### config.mk
export PLATFORM = sky130hd
export DESIGN_NAME = writeback_stage
export DESIGN_NICKNAME = d
export VERILOG_FILES = /design/src/rtl/writeback_stage.sv
export SDC_FILE = /design/constraint.sdc
export NUM_CORES = 1
export LEC_CHECK = 0
export ABC_AREA = 1
export BUFFER_PORTS_ARGS = -buffer_cell sky130_fd_sc_hd__buf_4
export CAP_MARGIN = 20
export CORE_MARGIN = 2
export CORE_UTILIZATION = 47
export CTS_BUF_LIST = sky130_fd_sc_hd__clkbuf_8
export CTS_CLUSTER_DIAMETER = 30
export CTS_CLUSTER_SIZE = 24
export DETAILED_ROUTE_END_ITERATION = 8
export GPL_TIMING_DRIVEN = 0
export HOLD_SLACK_MARGIN = 0.02
export PLACE_DENSITY = 0.73
export SLEW_MARGIN = 20
export SYNTH_ARGS = -nofsm -noshare
export SYNTH_HDL_FRONTEND = slang
export SYNTH_SLANG_ARGS = --single-unit
### constraint.sdc
create_clock -name clock -period 12.6 [get_ports clock]
set_input_delay 2.52 -clock clock [delete_from_list [all_inputs] [get_ports clock]]
set_output_delay 2.52 -clock clock [all_outputs]
set_load 0.03 [all_outputs]
### src/rtl/writeback_stage.sv
// MEM/WB pipeline register and writeback formatting for the RV32I core.
// Aligns and extends load data, drives the regfile write port and keeps instret.
module writeback_stage #(
    parameter int XLEN      = 32,
    parameter int CNT_WIDTH = 64
) (
    input  logic                 clock,
    input  logic                 reset,
    input  logic                 valid_in,
    input  logic                 stall,
    input  logic                 flush,
    input  logic [6:0]           opcode_in,
    input  logic [2:0]           funct3_in,
    input  logic [4:0]           rd_in,
    input  logic [XLEN-1:0]      pc_in,
    input  logic [XLEN-1:0]      alu_res_in,
    input  logic [XLEN-1:0]      mem_res_in,
    output logic                 wb_en,
    output logic [4:0]           wb_rd,
    output logic [XLEN-1:0]      wb_data,
    output logic                 wb_valid,
    output logic                 misaligned,
    output logic                 illegal,
    output logic [CNT_WIDTH-1:0] instret
);

    typedef enum logic [6:0] {
        OpLoad   = 7'b0000011,
        OpJal    = 7'b1101111,
        OpJalr   = 7'b1100111,
        OpReg    = 7'b0110011,
        OpImm    = 7'b0010011,
        OpLui    = 7'b0110111,
        OpAuipc  = 7'b0010111,
        OpStore  = 7'b0100011,
        OpBranch = 7'b1100011
    } opcode_e;

    logic                 valid_q,  valid_d;
    logic [6:0]           opcode_q, opcode_d;
    logic [2:0]           funct3_q, funct3_d;
    logic [4:0]           rd_q,     rd_d;
    logic [XLEN-1:0]      pc_q,     pc_d;
    logic [XLEN-1:0]      alu_q,    alu_d;
    logic [XLEN-1:0]      mem_q,    mem_d;
    logic [CNT_WIDTH-1:0] instret_q, instret_d;

    logic [1:0]      off;
    logic [XLEN-1:0] shifted;
    logic [7:0]      byteSel;
    logic [15:0]     halfSel;
    logic [XLEN-1:0] result;
    logic            writes;
    logic            isIllegal;
    logic            isHalf;
    logic            isWord;

    // Stall outranks flush; a bubble only clears valid, the payload is don't-care.
    always_comb begin
        valid_d  = valid_q;
        opcode_d = opcode_q;
        funct3_d = funct3_q;
        rd_d     = rd_q;
        pc_d     = pc_q;
        alu_d    = alu_q;
        mem_d    = mem_q;
        if (!stall) begin
            if (flush || !valid_in) begin
                valid_d = 1'b0;
            end else begin
                valid_d  = 1'b1;
                opcode_d = opcode_in;
                funct3_d = funct3_in;
                rd_d     = rd_in;
                pc_d     = pc_in;
                alu_d    = alu_res_in;
                mem_d    = mem_res_in;
            end
        end
    end

    always_comb begin
        instret_d = instret_q;
        if (valid_q && !stall && !illegal && !misaligned) begin
            instret_d = instret_q + CNT_WIDTH'(1);
        end
    end

    always_ff @(posedge clock or posedge reset) begin
        if (reset) begin
            valid_q   <= 1'b0;
            opcode_q  <= '0;
            funct3_q  <= '0;
            rd_q      <= '0;
            pc_q      <= '0;
            alu_q     <= '0;
            mem_q     <= '0;
            instret_q <= '0;
        end else begin
            valid_q   <= valid_d;
            opcode_q  <= opcode_d;
            funct3_q  <= funct3_d;
            rd_q      <= rd_d;
            pc_q      <= pc_d;
            alu_q     <= alu_d;
            mem_q     <= mem_d;
            instret_q <= instret_d;
        end
    end

    // Memory returns the whole aligned word; the low address bits pick the lane.
    assign off     = alu_q[1:0];
    assign shifted = mem_q >> {off, 3'b000};
    assign byteSel = shifted[7:0];
    assign halfSel = off[1] ? mem_q[31:16] : mem_q[15:0];

    always_comb begin
        writes    = 1'b0;
        isIllegal = 1'b0;
        isHalf    = 1'b0;
        isWord    = 1'b0;
        result    = '0;
        case (opcode_q)
            OpLoad: begin
                writes = 1'b1;
                case (funct3_q)
                    3'b000: result = {{(XLEN-8){byteSel[7]}}, byteSel};
                    3'b100: result = {{(XLEN-8){1'b0}}, byteSel};
                    3'b001: begin
                        isHalf = 1'b1;
                        result = {{(XLEN-16){halfSel[15]}}, halfSel};
                    end
                    3'b101: begin
                        isHalf = 1'b1;
                        result = {{(XLEN-16){1'b0}}, halfSel};
                    end
                    3'b010: begin
                        isWord = 1'b1;
                        result = mem_q;
                    end
                    default: begin
                        writes    = 1'b0;
                        isIllegal = 1'b1;
                    end
                endcase
            end
            OpJal, OpJalr: begin
                writes = 1'b1;
                result = pc_q + XLEN'(4);
            end
            OpReg, OpImm, OpLui, OpAuipc: begin
                writes = 1'b1;
                result = alu_q;
            end
            OpStore, OpBranch: writes = 1'b0;
            default: isIllegal = 1'b1;
        endcase
    end

    assign misaligned = valid_q & ((isHalf & off[0]) | (isWord & (off != 2'b00)));
    assign illegal    = valid_q & isIllegal;
    assign wb_en      = valid_q & writes & (rd_q != 5'd0) & ~misaligned & ~illegal;
    assign wb_data    = wb_en ? result : '0;
    assign wb_rd      = rd_q;
    assign wb_valid   = valid_q;
    assign instret    = instret_q;

endmodule

* Yosys cells after proc, flatten, opt, wreduce, memory -nomap -nowiden
Index checks and enable logic that the tools add are counted.
W data, S select, Z words.
** Storage, ports and cells
- Flip-flop bits (word level) :: 176
- Latch bits :: 0
- Memory bits (writable) :: 0
- ROM bits :: 0
- Bits of input ports :: 116
- Word-level logic and storage cells :: 68
- Memories :: 0
** Cells by class
- Add/subtract/negate cells :: 2
- Multipliers :: 0
- Divide/modulo/power cells :: 0
- $lt $le $gt $ge :: 0
- Equal/unequal tests :: 13
- Shift operators :: 1
- Muxes and demuxes :: 13
- Bitwise operators :: 13
- Reductions and logical operators :: 18
** Operators by type and width (count)
- $pmux W32 S5 :: 1
- $pmux W32 S3 :: 1
- $add A64 B1 Y64 const B :: 1
- $add A32 B3 Y32 const B :: 1
- $mux W32 :: 1
- $shr A32 B5 Y8 :: 1
- $eq A7 B6 Y1 const B :: 3
- $eq A7 B7 Y1 const B :: 3
- $mux W16 :: 1
- $eq A7 B5 Y1 const B :: 2
- $and A1 B1 Y1 :: 8
- $reduce_or A8 Y1 :: 1
- $eq A7 B2 Y1 const B :: 1
- $mux W1 :: 7
- $eq A3 B3 Y1 const B :: 2
- $reduce_or A6 Y1 :: 1
- $reduce_bool A5 Y1 :: 1
- $reduce_or A5 Y1 :: 1
- $logic_not A1 Y1 :: 4
- $not A1 Y1 :: 4
- $pmux W1 S2 :: 2
- $reduce_or A2 Y1 :: 2
- $reduce_or A4 Y1 :: 1
- $eq A3 B1 Y1 const B :: 1
- other kinds (7) :: 9

* Depth between registers and ports, before layout
- Depth in word-level cells :: 11
- Gate-level depth with buffers :: 11

* Least setup slack after synthesis
No wires, ideal clock.
- Path kind :: register to output
- From :: reg opcode_q[3]
- To :: out wb_data[15]
- Data arrival time :: 1.844 ns
- Slack :: 8.236 ns
- Cell stages (with the launch flop) :: 10
- Buffers on the path :: 0
- Cell sequence :: dfrtp_1 nor2_1 nand2_1 nor2_1 o21ai_1 nand3_1 inv_1 nor2_1 nand2_1 inv_1
** Between the ends
- Cells in the longest elaborated chain, start to end :: 9
- Elaborated cells between the ends (all ways) :: 30
- Those cells by class :: eq/ne: 9; mux: 6; bitwise: 11; reduce/logical: 4
** Ends and longest elaborated chain
- start: declaration :: line 40 : logic [6:0] opcode_q, opcode_d;
- start signal: assignment :: line 101 : opcode_q <= opcode_d;
- branches (longest 7 deep; another with $eq A7 B6 Y1)
- $and A1 B1 Y1 * :: line 162 : assign wb_en = valid_q & writes & (rd_q != 5'd0) & ~misaligned & ~illegal;
- via wb_en :: line 18 : output logic wb_en,
- $mux W32 * :: line 163 : assign wb_data = wb_en ? result : '0;
- end: declaration :: line 20 : output logic [XLEN-1:0] wb_data,
Mark *: on every way through the listed nets, which the timed path passes.

* Worst setup path in the final report
- From :: reg pc_q[2]
- To :: out wb_data[12]
** Between the ends
- Cells in the longest elaborated chain, start to end :: 3
** Ends and longest elaborated chain
- start: declaration :: line 43 : logic [XLEN-1:0] pc_q, pc_d;
- start signal: assignment :: line 104 : pc_q <= pc_d;
- $add A32 B3 Y32 :: line 149 : result = pc_q + XLEN'(4);
- $pmux W32 S3 :: line 123 : case (opcode_q)
- $mux W32 :: line 163
No other way between the ends.

==> impl_metrics.py <==
metrics = {
    "placed_design": {
        "place_congestion": 0.969,
        "post_dp_cell_area_um2": 13100,
        "place_inst": 2136,
        "detailed_place_hpwl_um": 32700,
        "port_buffers": 220,
    },
    "synthesis": {
        "yosys.cell_count.top_type": "nand2_1",
        "synth.top_cell.area_share": 0.401,
        "dominantRegCellSynth": "dfrtp_1",
        "synthDominantAreaCellType": "dfrtp_1",
        "synth_top_cells_by_count": "nand2_1 (606), nor2_1 (290), dfrtp_1 (176), inv_1 (109), a21oi_1 (86)",
        "synth.net_count": 1720,
        "synth_cells": 1602,
        "synth_seq_area_share": 0.401,
        "synthesis.yosys.warnings": 0,
        "netlist_area_um2": 11000,
        "ys_types": 38,
        "synth-edff-count": 0,
        "ys_ff_latch": 176,
        "postSynthAreaPerCell_um2": 6.85,
        "synth.top_cells.by_area": "dfrtp_1 (40%), nand2_1 (21%), nor2_1 (9.9%)",
        "async_flop_share": 1.00,
    },
    "finish": {
        "layout_overhead_on_the_synthesized_area_pct": 22.5,
        "layout.filler_cells": 2209,
        "post_route_cells_drive_above_1_share": 0.202,
        "final_cell_count_no_fill": 2167,
        "finalInstanceArea_um2": 13400,
        "finalNetCount": 1960,
        "n_antenna_cell": 0,
    },
    "min_path": {
        "hold-path-endpoint": "alu_q[8]",
        "hold_class": "flop to flop",
        "timing.hold.worst_path_depth": 1,
        "timing.hold.worst.start": "alu_q[8]",
    },
    "clocking": {
        "clock_tree_from_tritoncts": "built",
        "clkSlewWorstSetupHoldPaths_ns": 0.11,
        "cts.root.buffer_cell": "clkbuf_8",
        "cts.sinks": 176,
        "ctsLongestPathBuffers": 2,
        "numCtsBuffers": 17,
        "postCtsSetupBuffers": 0,
        "cts_max_level": 4,
        "post_cts_resized": 0,
        "cts.hold.buffers_added": 0,
        "clk-insertion-delay-late_ns": 0.49,
    },
    "route": {
        "firstDrtPassIters": 6,
        "via_count": 11400,
        "antenna_violating_nets_post_route": 0,
        "totalWireLength_um": 41300,
        "vias_per_cell": 5.28,
        "first_iter_violations": 1005,
        "post-route-drc-count": 0,
        "average_detailed_routed_wire_length_per_instance_um": 19.1,
    },
    "sta": {
        "maxSlewViolCount": 0,
        "worstMarginPinSlew_ns": 0.838,
        "fin_setup_tns_ns": 0,
        "maxClockFrequency_ghz": 0.184,
        "rsz_0062_raised_after_global_routing": "false",
        "maxSlewHeadroom": 0.441,
        "timing.final.setup_violations": 0,
        "min_period_over_period": 0.432,
        "final.setup_skew_ns": 0.0238,
        "timing.final.crit_period_ns": 5.44,
        "number_of_failing_hold_endpoints_at_the_final_stage": 0,
    },
    "floorplan": {
        "core-area_um2": 22800,
        "chipWidth_um": 157,
        "dieArea_um2": 24600,
        "number_of_rows_in_the_core_area": 55,
        "initial_utilization": 0.482,
        "die_h_um": 157,
        "num_io_pins": 221,
    },
    "global_routing": {
        "grt_pass1_vias": 11100,
        "maximum_number_of_pins_on_one_net_before_global_route_repair": 99,
        "antenna_violations_before_repair": 1,
        "grt_first_pass_wirelength_um": 62300,
        "grt.met2_usage": 0.583,
        "groute.layer.met1.usage": 0.420,
        "met3_usage": 0.0465,
        "grt_overflow_total": 0,
        "grt.total_usage": 0.339,
        "grt-busiest-layer": "met2",
    },
    "critical_path": {
        "setup.reg_to_reg.worst_slack_ns": 10.20,
        "timing.critical_path.arrival_ns": 2.92,
        "r2r-end": "instret[62]",
        "crit_fanout": 8,
        "timing.critical_path.to_type": "output port",
        "path_class": "flop to output port",
        "worst_r2r_path_depth": 10,
        "startpoint_type": "flop",
        "worst_r2r_startpoint": "instret[0]",
        "timing.critical_path.required_ns": 10.08,
    },
    "outcome": {
        "run_status": "finished, final reports clean",
    },
    "power": {
        "max-vdd-ir-drop_uv": 73.2,
        "power.density_cell_area_nw_per_um2": 102,
        "total_leakage_power_nw": 6.43,
    },
    "job": {
        "max_cap_viol_count": 0,
    },
}
[per-stage QoR]
step	hold slack, ns	setup slack (ns)	power, mW	util
2_1_floorplan	0.478	5.31	0.857	-
3_3_place_gp	0.487	3.14	0.961	0.571
3_5_place_dp	0.494	7.72	0.968	0.573
4_1_cts	0.517	7.19	1.38	0.590
5_1_grt	0.535	6.98	1.44	0.590
6_report	0.514	7.16	1.37	0.590
[critical path, cell delays in order, from the launching register on]
cell and delay [ns]:
dfrtp_1 0.57, ha_1 0.25, nand2_1 0.11, nor2_2 0.34, nand2_1 0.20, nand2_1 0.10
nand2_1 0.05, o21ai_0 0.40, nor2_1 0.15, nor2_1 0.12, buf_4 0.17
[cells by family (layout without fill, tap and decap cells)]
| family | count (synthesis) | in the layout | synth area share |
|---|---|---|---|
| compound gates | 169 | 169 | 0.0848 |
| xor+xnor | 31 | 31 | 0.0247 |
| fa+ha+maj | 2 | 2 | 0.00228 |
| buf+inv | 166 | 418 | 0.0609 |
| flops | 176 | 176 | 0.401 |
| mux | 58 | 58 | 0.0595 |
| simple gates | 1000 | 1000 | 0.366 |
[per-layer routing]
metal / vias to the layer above / part of all wire
met5: - / 0.00027
met4: 2 / 0.049
met3: 105 / 0.056
met2: 439 / 0.49
met1: 5355 / 0.41
li1: 5542 / -
[layout by cell type (no fill, tap or decap), types with 2 or more instances in the layout]
cell      count
a21boi_0      3
a21boi_1     10
a21oi_1      86
a22oi_1       2
a31oi_1       2
buf_2        33
buf_4       221
clkbuf_1     13
clkbuf_8     17
clkinv_4      3
dfrtp_1     176
ha_1          2
inv_1       109
inv_2         8
inv_6         4
inv_8         4
mux2_2       58
nand2_1     606
nand3_1      60
nand3_2       2
nand4_1      20
nand4_4       2
nor2_1      290
nor2_2        6
nor2_4        6
o211ai_1     10
o21ai_0      42
o21ai_1       6
o21bai_1      6
or2_2         2
xnor2_1      21
xor2_1       10
[sequential cells by signal, indices dropped and copies added (netlist names)]
| register | flops |
|---|---|
| mem_q | 32 |
| instret | 64 |
| alu_q | 32 |
| pc_q | 32 |
| funct3_q | 3 |
| opcode_q | 7 |
| wb_rd | 5 |
| wb_valid | 1 |
[final cells by class]
cell class,instances,area (um^2),area share
sequential,176,4400,0.328
buffer,48,225,0.0168
timing repair buffer,221,1680,0.125
clock inverter,14,153,0.0114
multi-input combinational,1260,5900,0.439
inverter,118,450,0.0335
tap,313,392,0.0291
clock buffer,17,234,0.0174
[report_power, final]
group	switching [mW]	internal, mW
clock	0.246	0.164
combinational	0.166	0.112
sequential	0.0556	0.628
total	0.468	0.904
[how the worst max path moves through the flow]
| stage | slack, ns | depth (start not counted) | to | startpoint |
|---|---|---|---|---|
| floorplan | 5.31 | 1 | alu_q[0] | reset |
| global placement | 3.14 | 2 | pc_q[28] | reset |
| detailed placement | 7.72 | 10 | wb_data[12] | pc_q[2] |
| CTS | 7.19 | 10 | wb_data[12] | pc_q[2] |
| global route | 6.98 | 11 | wb_data[18] | opcode_q[0] |
| finish | 7.16 | 10 | wb_data[12] | pc_q[2] |
No activity file was read; power rests on OpenSTA's default activity.
